==> src/rtl/fp_pkg.sv <==
// Shared floating-point definitions: rounding modes, sticky-flag bit positions
// and width-derived exponent/mantissa constants.
package fp_pkg;

  typedef enum logic [1:0] {
    RM_RNE = 2'd0,
    RM_RTZ = 2'd1,
    RM_RUP = 2'd2,
    RM_RDN = 2'd3
  } rm_e;

  // Sticky vector layout is {nv, of, uf, nx, zf}.
  localparam int unsigned FLG_ZF = 0;
  localparam int unsigned FLG_NX = 1;
  localparam int unsigned FLG_UF = 2;
  localparam int unsigned FLG_OF = 3;
  localparam int unsigned FLG_NV = 4;
  localparam int unsigned FLG_W  = 5;

  function automatic logic [31:0] all_ones(input int unsigned w);
    logic [31:0] r;
    r = '0;
    for (int unsigned i = 0; i < 32; i++) begin
      if (i < w) r[i] = 1'b1;
    end
    return r;
  endfunction

  function automatic logic [31:0] max_finite_exp(input int unsigned w);
    return all_ones(w) - 32'd1;
  endfunction

endpackage

==> src/rtl/fp_pipe_stage.sv <==
// Single valid/ready register slice; loads when empty or when its successor loads.
module fp_pipe_stage #(
  parameter int unsigned W = 8
) (
  input  logic         clk_i,
  input  logic         rst_i,
  input  logic         valid_i,
  output logic         ready_o,
  input  logic [W-1:0] data_i,
  output logic         valid_o,
  input  logic         ready_i,
  output logic [W-1:0] data_o
);

  logic         valid_q, valid_d;
  logic [W-1:0] data_q, data_d;

  assign ready_o = !valid_q || ready_i;
  assign valid_o = valid_q;
  assign data_o  = data_q;

  always_comb begin
    valid_d = valid_q;
    data_d  = data_q;
    if (ready_o) begin
      valid_d = valid_i;
      // Payload only moves with a real beat so bubbles leave the data untouched.
      if (valid_i) data_d = data_i;
    end
  end

  always_ff @(posedge clk_i) begin
    if (rst_i) begin
      valid_q <= 1'b0;
      data_q  <= '0;
    end else begin
      valid_q <= valid_d;
      data_q  <= data_d;
    end
  end

endmodule

==> src/rtl/fp_result_pack.sv <==
// Result-packing stage: stallable alignment pipeline, IEEE-754 special-case
// packing on the last payload stage, registered output and sticky flags.
module fp_result_pack
  import fp_pkg::*;
#(
  parameter int unsigned EXP_W = 8,
  parameter int unsigned MAN_W = 23,
  parameter int unsigned DEPTH = 3
) (
  input  logic             CLK,
  input  logic             RST,
  input  logic             in_valid,
  output logic             in_ready,
  input  logic             in_sign,
  input  logic [EXP_W-1:0] in_exp,
  input  logic [MAN_W:0]   in_man,
  input  logic [1:0]       in_rm,
  input  logic             in_zero,
  input  logic             in_ovf,
  input  logic             in_unf,
  input  logic             in_inv,
  input  logic             in_inx,
  output logic             out_valid,
  input  logic             out_ready,
  output logic             out_sign,
  output logic [EXP_W-1:0] out_exp,
  output logic [MAN_W-1:0] out_man,
  output logic             out_zf,
  output logic             out_of,
  output logic             out_uf,
  output logic             out_nv,
  output logic             out_nx,
  output logic [4:0]       sticky_flags,
  input  logic             flag_clr
);

  localparam int unsigned PW = 1 + EXP_W + MAN_W + 2 + 5;
  localparam int unsigned OW = 1 + EXP_W + MAN_W + FLG_W;

  localparam logic [EXP_W-1:0] EXP_ONES = EXP_W'(all_ones(EXP_W));
  localparam logic [EXP_W-1:0] EXP_MAXF = EXP_W'(max_finite_exp(EXP_W));
  localparam logic [MAN_W-1:0] MAN_ONES = MAN_W'(all_ones(MAN_W));

  // The hidden bit never reaches the packed result, so it is not carried.
  logic hidden_unused;
  assign hidden_unused = in_man[MAN_W];

  logic [PW-1:0] pay [0:DEPTH];
  logic          vld [0:DEPTH+1];
  logic [OW-1:0] pk_pay, out_pay;

  assign pay[0] = {in_sign, in_exp, in_man[MAN_W-1:0], in_rm,
                   in_zero, in_ovf, in_unf, in_inv, in_inx};
  assign vld[0] = in_valid;

  for (genvar k = 0; k <= DEPTH; k++) begin : g_stg
    logic r_o, r_i;
    if (k == DEPTH) begin : g_rlast
      assign r_i = out_ready;
    end else begin : g_rmid
      assign r_i = g_stg[k+1].r_o;
    end

    if (k < DEPTH) begin : g_pay
      fp_pipe_stage #(.W(PW)) u_stage (
        .clk_i  (CLK),
        .rst_i  (RST),
        .valid_i(vld[k]),
        .ready_o(r_o),
        .data_i (pay[k]),
        .valid_o(vld[k+1]),
        .ready_i(r_i),
        .data_o (pay[k+1])
      );
    end else begin : g_out
      fp_pipe_stage #(.W(OW)) u_stage (
        .clk_i  (CLK),
        .rst_i  (RST),
        .valid_i(vld[k]),
        .ready_o(r_o),
        .data_i (pk_pay),
        .valid_o(vld[k+1]),
        .ready_i(r_i),
        .data_o (out_pay)
      );
    end
  end

  assign in_ready  = g_stg[0].r_o;
  assign out_valid = vld[DEPTH+1];

  logic             l_sign, l_zero, l_ovf, l_unf, l_inv, l_inx;
  logic [EXP_W-1:0] l_exp;
  logic [MAN_W-1:0] l_man;
  logic [1:0]       l_rm;

  assign {l_sign, l_exp, l_man, l_rm, l_zero, l_ovf, l_unf, l_inv, l_inx} = pay[DEPTH];

  logic             ovf_inf;
  logic [EXP_W-1:0] pk_exp;
  logic [MAN_W-1:0] pk_man;
  logic [FLG_W-1:0] pk_flags;

  always_comb begin
    unique case (rm_e'(l_rm))
      RM_RNE:  ovf_inf = 1'b1;
      RM_RUP:  ovf_inf = !l_sign;
      RM_RDN:  ovf_inf = l_sign;
      default: ovf_inf = 1'b0;
    endcase

    pk_exp = l_exp;
    pk_man = l_man;
    if (l_inv) begin
      pk_exp = EXP_ONES;
      pk_man = MAN_ONES;
    end else if (l_ovf) begin
      pk_exp = ovf_inf ? EXP_ONES : EXP_MAXF;
      pk_man = ovf_inf ? '0 : MAN_ONES;
    end else if (l_unf) begin
      pk_exp = '0;
    end

    pk_flags         = '0;
    pk_flags[FLG_ZF] = ((pk_exp == '0) && (pk_man == '0)) || l_zero;
    pk_flags[FLG_NV] = l_inv;
    pk_flags[FLG_OF] = !l_inv && l_ovf;
    pk_flags[FLG_UF] = !l_inv && !l_ovf && l_unf && !pk_flags[FLG_ZF];
    pk_flags[FLG_NX] = l_inx || (!l_inv && l_ovf);
  end

  assign pk_pay = {l_sign, pk_exp, pk_man, pk_flags};

  logic [FLG_W-1:0] out_flags;
  assign {out_sign, out_exp, out_man, out_flags} = out_pay;
  assign out_zf = out_flags[FLG_ZF];
  assign out_nx = out_flags[FLG_NX];
  assign out_uf = out_flags[FLG_UF];
  assign out_of = out_flags[FLG_OF];
  assign out_nv = out_flags[FLG_NV];

  logic             out_hs;
  logic [FLG_W-1:0] sticky_q, sticky_d;

  assign out_hs = out_valid && out_ready;

  always_comb begin
    sticky_d = sticky_q;
    if (flag_clr) begin
      sticky_d = out_hs ? out_flags : '0;
    end else if (out_hs) begin
      sticky_d = sticky_q | out_flags;
    end
  end

  always_ff @(posedge CLK) begin
    if (RST) sticky_q <= '0;
    else     sticky_q <= sticky_d;
  end

  assign sticky_flags = sticky_q;

endmodule

==> config.mk <==
export PLATFORM = sky130hd
export DESIGN_NAME = fp_result_pack
export DESIGN_NICKNAME = d
export VERILOG_FILES = /design/src/rtl/fp_pkg.sv /design/src/rtl/fp_pipe_stage.sv /design/src/rtl/fp_result_pack.sv
export SDC_FILE = /design/constraint.sdc
export NUM_CORES = 1
export LEC_CHECK = 0
export ABC_CLOCK_PERIOD_IN_PS = 1500
export CAP_MARGIN = 10
export CORE_MARGIN = 3
export CORE_UTILIZATION = 50
export DETAILED_ROUTE_END_ITERATION = 16
export GPL_TIMING_DRIVEN = 0
export HOLD_SLACK_MARGIN = 0.02
export PLACE_DENSITY = 0.84
export SYNTH_ARGS = -nofsm -noshare
export SYNTH_HDL_FRONTEND = slang
export SYNTH_SLANG_ARGS = --single-unit
==> constraint.sdc <==
create_clock -name CLK -period 1.5 [get_ports CLK]
set_input_delay 0.225 -clock CLK [delete_from_list [all_inputs] [get_ports CLK]]
set_output_delay 0.225 -clock CLK [all_outputs]
set_load 0.005 [all_outputs]
==> metrics, run 1 <==
status=complete, no violations; Worst Path Required=1270 ps; P_leak=3.40 nW; Placement Rows=39; IO Port Bufs=85; gpl congestion=0.823; worst-path cell chain=and4b_4 -> nand2_1 -> buf_2; Detailed Place HPWL=10000 µm; worst reg-to-reg path cell count=5; total power=9.44 mW; Distinct cells, synth=35; ratio of cells with drive above 1 in the final layout=0.151; Tmin final=1480 ps; top_reg_cell synth=dfxtp_1; n_diodes=0; Tcrit/Tclk final=0.985; number of fillers in the final layout=893; Total Routing Usage GR=0.220; Syn Area/Cell=8.23 µm²; DP Cell Count=between 900 and 1000; Die Width=116 µm; Place WS=-128 ps; Chip Height=between 100 and 150 µm; top cells by count, synth=244 x nand2_1, 163 x dfxtp_1, 117 x a21oi_1; CTS clock-pin slew for the worst setup and hold paths=60 ps; via-per-instance ratio=5.33; post-synthesis net count=784; CORE AREA=11700 µm²; register area share after synthesis=0.537; DRT Pass-1 Iters=5; grt total ovfl=0; fin area=8060 µm²; Initial Util=0.521; multiplexer share of the synthesized area=0; synthesized area=6080 µm²; largest net degree at the start of global routing=20; DRT antenna net count=0; fin nets=slightly below 900; clk_skew=7.59 ps; final std cells w/o fill=1005; Worst VDD drop=just under 0.0006 V; number of synthesized register bits=163; Worst-Margin Slew=657 ps; DRC viols=0; Die Area=13500 µm²; Final Hold Viols=0; Synth Area in Compound Gates=0.168; critical path endpoint=in_ready; routed wire length=around 15000 µm; CTS sink cnt=163; fin. max-slew vios=0; P&R area growth vs syn=32.6%; CTS tree=done; Max Cap Viol=0; dominant cell type by area after synthesis=dfxtp_1; CTS Buf Count=17; Setup CP Type=flop to primary output; slowest CP cell=dfxtp_4; f_max=677 MHz; Root Driver=clkbuf_16; Routed WL per cell=14.7 µm; H-tree Lvls=4; Synth Area in Adders=0; via count=around 5400; CP Max Fanout=4; io pins=89; FF+latch area=3290 µm²; Post-DP Area=7110 µm²; antenna violations before repair=0; DRT iter0 DRCs=352; Critical path origin=g_stg[1].g_pay.u_stage.valid_o; largest cells by area after synthesis=dfxtp_1 54%, nand2_1 15%, a21oi_1 9.6%; Slew headroom=0.562; reg2reg end=g_stg[3].g_out.u_stage.data_o[1]; first-pass GRT wire length=23600 µm; Post-synth ARST share=0; Cell Pwr Density=1170 nW/µm²; combinational family with the most area after synthesis=simple AND/OR/NAND/NOR gates; Post-Synth Simple-Gate Area=0.242; reg2reg setup slack=50 ps; worst setup margin=22.1 ps; Ys Warns=0; HP Class=input port to flop; slowest cell delay on critical path=370 ps; RR Startpoint=g_stg[2].g_pay.u_stage.data_o[3]; multi-input logic area=2610 µm²; Setup TNS Final=0 ps; xor and xnor fraction of the mapped netlist area=0; CP endpoint kind=primary output; share of the synthesized area in the top cell type=0.537; top-count cell post-synth=nand2_1; crit path DAT=roughly 1300 ps; number of synthesized flops with an enable pin=0; vias in the first global route=4918; Final setup viols=0; clk buf depth=2; Syn Inst Count=739; clock latency on the worst-skew pair=420 ps; Worst setup SP type=flop
[cells in the final DEF, fill, tap and decap left out, types with 2 or more instances in the layout]
cell type        instances
nand3b_1                 3
buf_6                   13
dfxtp_2                 12
buf_2                   10
dfxtp_1                149
nor3_1                   8
a311oi_1                 5
nand2b_1                28
buf_8                    4
bufinv_16                2
dfxtp_4                  2
dlygate4sd2_1            8
nor2_4                   2
nand2_2                  6
nor4_2                   2
a211oi_2                 2
a211oi_1                20
clkinv_2                 8
a32oi_1                  5
nor4_1                   5
a311oi_2                 2
dlymetal6s2s_1          31
a21oi_2                 17
nand2_1                238
a21oi_1                109
clkbuf_1                20
inv_1                    3
a31oi_1                  3
clkdlybuf4s50_1         45
nor2_1                  44
clkbuf_16               18
buf_4                   11
clkbuf_8                 4
clkbuf_4                 4
[cell families after synthesis]
kind of cell,Yosys count
AO/OA/AOI/OAI,170
buffers and inverters,60
flip-flops,163
AND/OR/NAND/NOR,346
[what timing repair did]
| item | 4_1_cts | 5_1_grt |
|---|---|---|
| cloned | 1 | 1 |
| setup endpoints to repair | 68 | 151 |
| hold buffers | 0 | 0 |
| hold endpoints to repair | 0 | 0 |
| pin swaps | 4 | 7 |
| resized for setup | 45 | 73 |
| buffers inserted | 7 | 2 |
[sequential cells by signal (all words and copies together), names as in the netlist]
name and count:
g_stg.g_out.u_stage.valid_o 1, g_stg.g_pay.u_stage.valid_o 3, sticky_flags 5, g_stg.g_pay.u_stage.data_o 117
g_stg.g_out.u_stage.data_o 37
[power by group]
part / total (mW) / internal [mW] / switching [mW] / leakage (nW)
registers: 4.52 / 4.45 / 0.0726 / 1.33
logic: 0.659 / 0.314 / 0.345 / 1.77
clock network: 4.25 / 2.60 / 1.65 / 0.298
total: 9.44 / 7.37 / 2.07 / 3.40
[worst max-delay path: cells and delay by family, from the launching register on]
family                 cells  cell delay [ps]
buffers and inverters      1              140
and+or+nand+nor            2              330
DFF                        1              370
[worst min path at each step]
| stage | start | to | slack, ps | depth (start not counted) |
|---|---|---|---|---|
| 2_1_floorplan | in_valid | g_stg[0].g_pay.u_stage.valid_o | 340 | 2 |
| 3_3_place_gp | g_stg[0].g_pay.u_stage.data_o[38] | g_stg[1].g_pay.u_stage.data_o[38] | 440 | 2 |
| 3_5_place_dp | g_stg[0].g_pay.u_stage.data_o[38] | g_stg[1].g_pay.u_stage.data_o[38] | 440 | 2 |
| 4_1_cts | out_ready | sticky_flags[4] | 170 | 3 |
| 5_1_grt | out_ready | sticky_flags[1] | 210 | 3 |
| 6_report | out_ready | sticky_flags[4] | 180 | 3 |
[layout make-up]
| type | instances | share of cell area |
|---|---|---|
| flip-flops and latches | 163 | 0.408 |
| multi-input cells | 516 | 0.324 |
| repair buffers | 96 | 0.129 |
| clock buffers | 21 | 0.0596 |
| plain buffers | 52 | 0.0425 |
| well taps | 143 | 0.0222 |
| clock inverters | 11 | 0.0134 |
| inverters | 3 | 0.00140 |
[per-stage QoR]
| step | hold WS, ps | util |
|---|---|---|
| floorplan | 342 | - |
| global placement | 439 | 0.609 |
| detailed placement | 444 | 0.609 |
| CTS | 166 | 0.671 |
| global route | 207 | 0.691 |
| finish | 178 | 0.691 |
[per-layer routing]
layer,GRT usage,share of wire,up-vias
met4,0.0704,0.016,0
met2,0.351,0.47,179
met5,0,0,-
li1,-,-,2676
met3,0.0451,0.053,21
met1,0.300,0.46,2480
(Power assumes the default switching activity.)
==> run 2: changes to the inputs <==
--- a/config.mk
+++ b/config.mk
@@ -7,7 +7,7 @@
 export LEC_CHECK = 0
 export ABC_CLOCK_PERIOD_IN_PS = 1500
 export CAP_MARGIN = 10
-export CORE_MARGIN = 3
+export CORE_MARGIN = 8
 export CORE_UTILIZATION = 50
 export DETAILED_ROUTE_END_ITERATION = 16
 export GPL_TIMING_DRIVEN = 0
==> run 2 against run 1 <==
Compared with the run above: sequential power about the same; die area up 18%; maximum frequency increased by 1.0%; total power grew 4.7%; count of clock-buffer cells in the layout fell by 2; clock power rose by 11%; register-to-register slack about the same; cell count grew 1.3%; critical path depth is 2 lower; global-route usage decreased by 3.1 points; hold slack about the same; clock skew up 2.2 ps.
==> metrics, run 2 (same netlist as run 1, synthesis figures left out) <==
most common cell after layout, fill and taps aside=nand2_1; slowest CP cell=clkdlybuf4s50_1; routed wire length=15200 µm; Initial Util=0.508; Die Width=126 µm; Critical path origin=sticky_flags[2]; io pins=89; Hold Crit Depth=3; critical path endpoint=sticky_flags[2]; Tcrit/Tclk final=0.976; CP endpoint kind=primary output; reg2reg end=g_stg[3].g_out.u_stage.data_o[13]; Place WS=-113 ps; P_leak=3.33 nW; P&R area growth vs syn=33.1%; Final Hold Viols=0; critical path depth=1; slowest cell delay on critical path=500 ps; DRC viols=0; worst-path cell chain=clkdlybuf4s50_1; fin area=just over 8000 µm²; Post-CTS Hold Buffers=0; Total Routing Usage GR=0.189; fin. max-slew vios=0; ratio of cells with drive above 1 in the final layout=0.135; Post-DP Area=7110 µm²; Root Driver=clkbuf_16; RR Startpoint=g_stg[2].g_pay.u_stage.data_o[38]; commonest non-fill, non-tap cells in the layout=242 x nand2_1, 153 x dfxtp_1, 117 x a21oi_1, 44 x nor2_1, 43 x clkdlybuf4s50_1; reg2reg setup slack=40 ps; Worst-Margin Slew=621 ps; Buf+Inv Stages, Crit Path=1; CTS sink cnt=163; HP Class=input port to flop; gpl congestion=0.847; n_diodes=0; CTS clock-pin slew for the worst setup and hold paths=60 ps; Worst Path Required=1270 ps; DRT iter0 DRCs=358; WHS=178 ps; worst setup margin=36.7 ps; CORE AREA=between 10000 and 15000 µm²; via count=5308; number of fillers in the final layout=922; vias in the first global route=between 5000 and 6000; grt total ovfl=0; CP Max Fanout=2; Slew headroom=0.586; total power=slightly below 10 mW; antenna violations before repair=0; clock latency on the worst-skew pair=420 ps; fin nets=between 900 and 1000; H-tree Lvls=4; Routed WL per cell=roughly 15 µm; clk buf depth=2; Detailed Place HPWL=between 10000 and 15000 µm; first-pass GRT wire length=between 20000 and 25000 µm; Worst VDD drop=~0.00063 V; Placement Rows=40; CTS Buf Count=17; RSZ-0062 raised after global routing=true; IO Port Bufs=85; Tmin final=1460 ps; Setup CP Type=flop to primary output; Max Cap Viol=0; largest net degree at the start of global routing=20; Final setup viols=0; CP delay by family, top=buffers and inverters; f_max=683 MHz; DRT Pass-1 Iters=5; status=complete, no violations; DRT antenna net count=0; crit path DAT=1240 ps; Worst setup SP type=flop; FF+latch area=3280 µm²; Cell Pwr Density=1220 nW/µm²; Die Area=~16000 µm²; via-per-instance ratio=approximately 5.2; multi-input logic area=2560 µm²; worst reg-to-reg path cell count=5; CTS tree=done; max FFs per register=~120; clk_skew=9.75 ps; Chip Height=126 µm; Final Util=0.677
-- run 2: changes by cell type in the layout (fill, tap and decap cells not counted), sizes merged, moves of 3 or more --
cell	previous run	this run
buf	38	49
dlygate4sd2	8	19
dlymetal6s2s	31	22
clkbuf	47	43
clkinv	8	4
bufinv	2	5
clkinvlp	1	4
-- run 2: through the flow --
stage | TNS, ps | std cells
after CTS | -22.2 | 1009
after global placement | -1230 | 971
after global routing | -43.6 | 1018
after detailed placement | -3080 | 971
after floorplan | 0 | 739
final | 0 | 1018
-- run 2: worst min path at each step --
stage                                      start                                 to  slack (ps)
3_3_place_gp    g_stg[0].g_pay.u_stage.data_o[8]   g_stg[1].g_pay.u_stage.data_o[8]         440
4_1_cts                                out_ready                    sticky_flags[4]         160
6_report                               out_ready                    sticky_flags[3]         180
2_1_floorplan                           in_valid     g_stg[0].g_pay.u_stage.valid_o         340
5_1_grt                                out_ready                    sticky_flags[3]         170
3_5_place_dp   g_stg[0].g_pay.u_stage.data_o[12]  g_stg[0].g_pay.u_stage.data_o[12]         450
-- run 2: area by class of cell --
class                   count  area share
plain buffers              54      0.0444
clock buffers              19      0.0547
clock inverters            13      0.0257
inverters                   3     0.00139
multi-input cells         516       0.316
flip-flops and latches    163       0.405
well taps                 147      0.0227
repair buffers            103       0.130
-- run 2: where the power goes --
| group | total [mW] | leakage (nW) | internal, mW | switching [mW] |
|---|---|---|---|---|
| clock network | 4.70 | 0.305 | 2.99 | 1.70 |
| logic | 0.658 | 1.70 | 0.317 | 0.341 |
| registers | 4.52 | 1.33 | 4.45 | 0.0729 |
-- run 2: per-layer routing --
metal	up-vias	GRT usage	wire length (µm)
met5	-	0	0
met4	0	0.0722	252
met3	25	0.0519	784
met2	165	0.304	7160
met1	2433	0.236	6960
li1	2685	-	-
-- run 2: what timing repair did --
item | in CTS | in global routing
gates resized for setup | 53 | 46
endpoints found under the hold margin | 0 | 0
gates cloned | 0 | 2
endpoints found under the setup margin | 72 | 144
pin swaps | 3 | 7
buffers inserted | 7 | 9
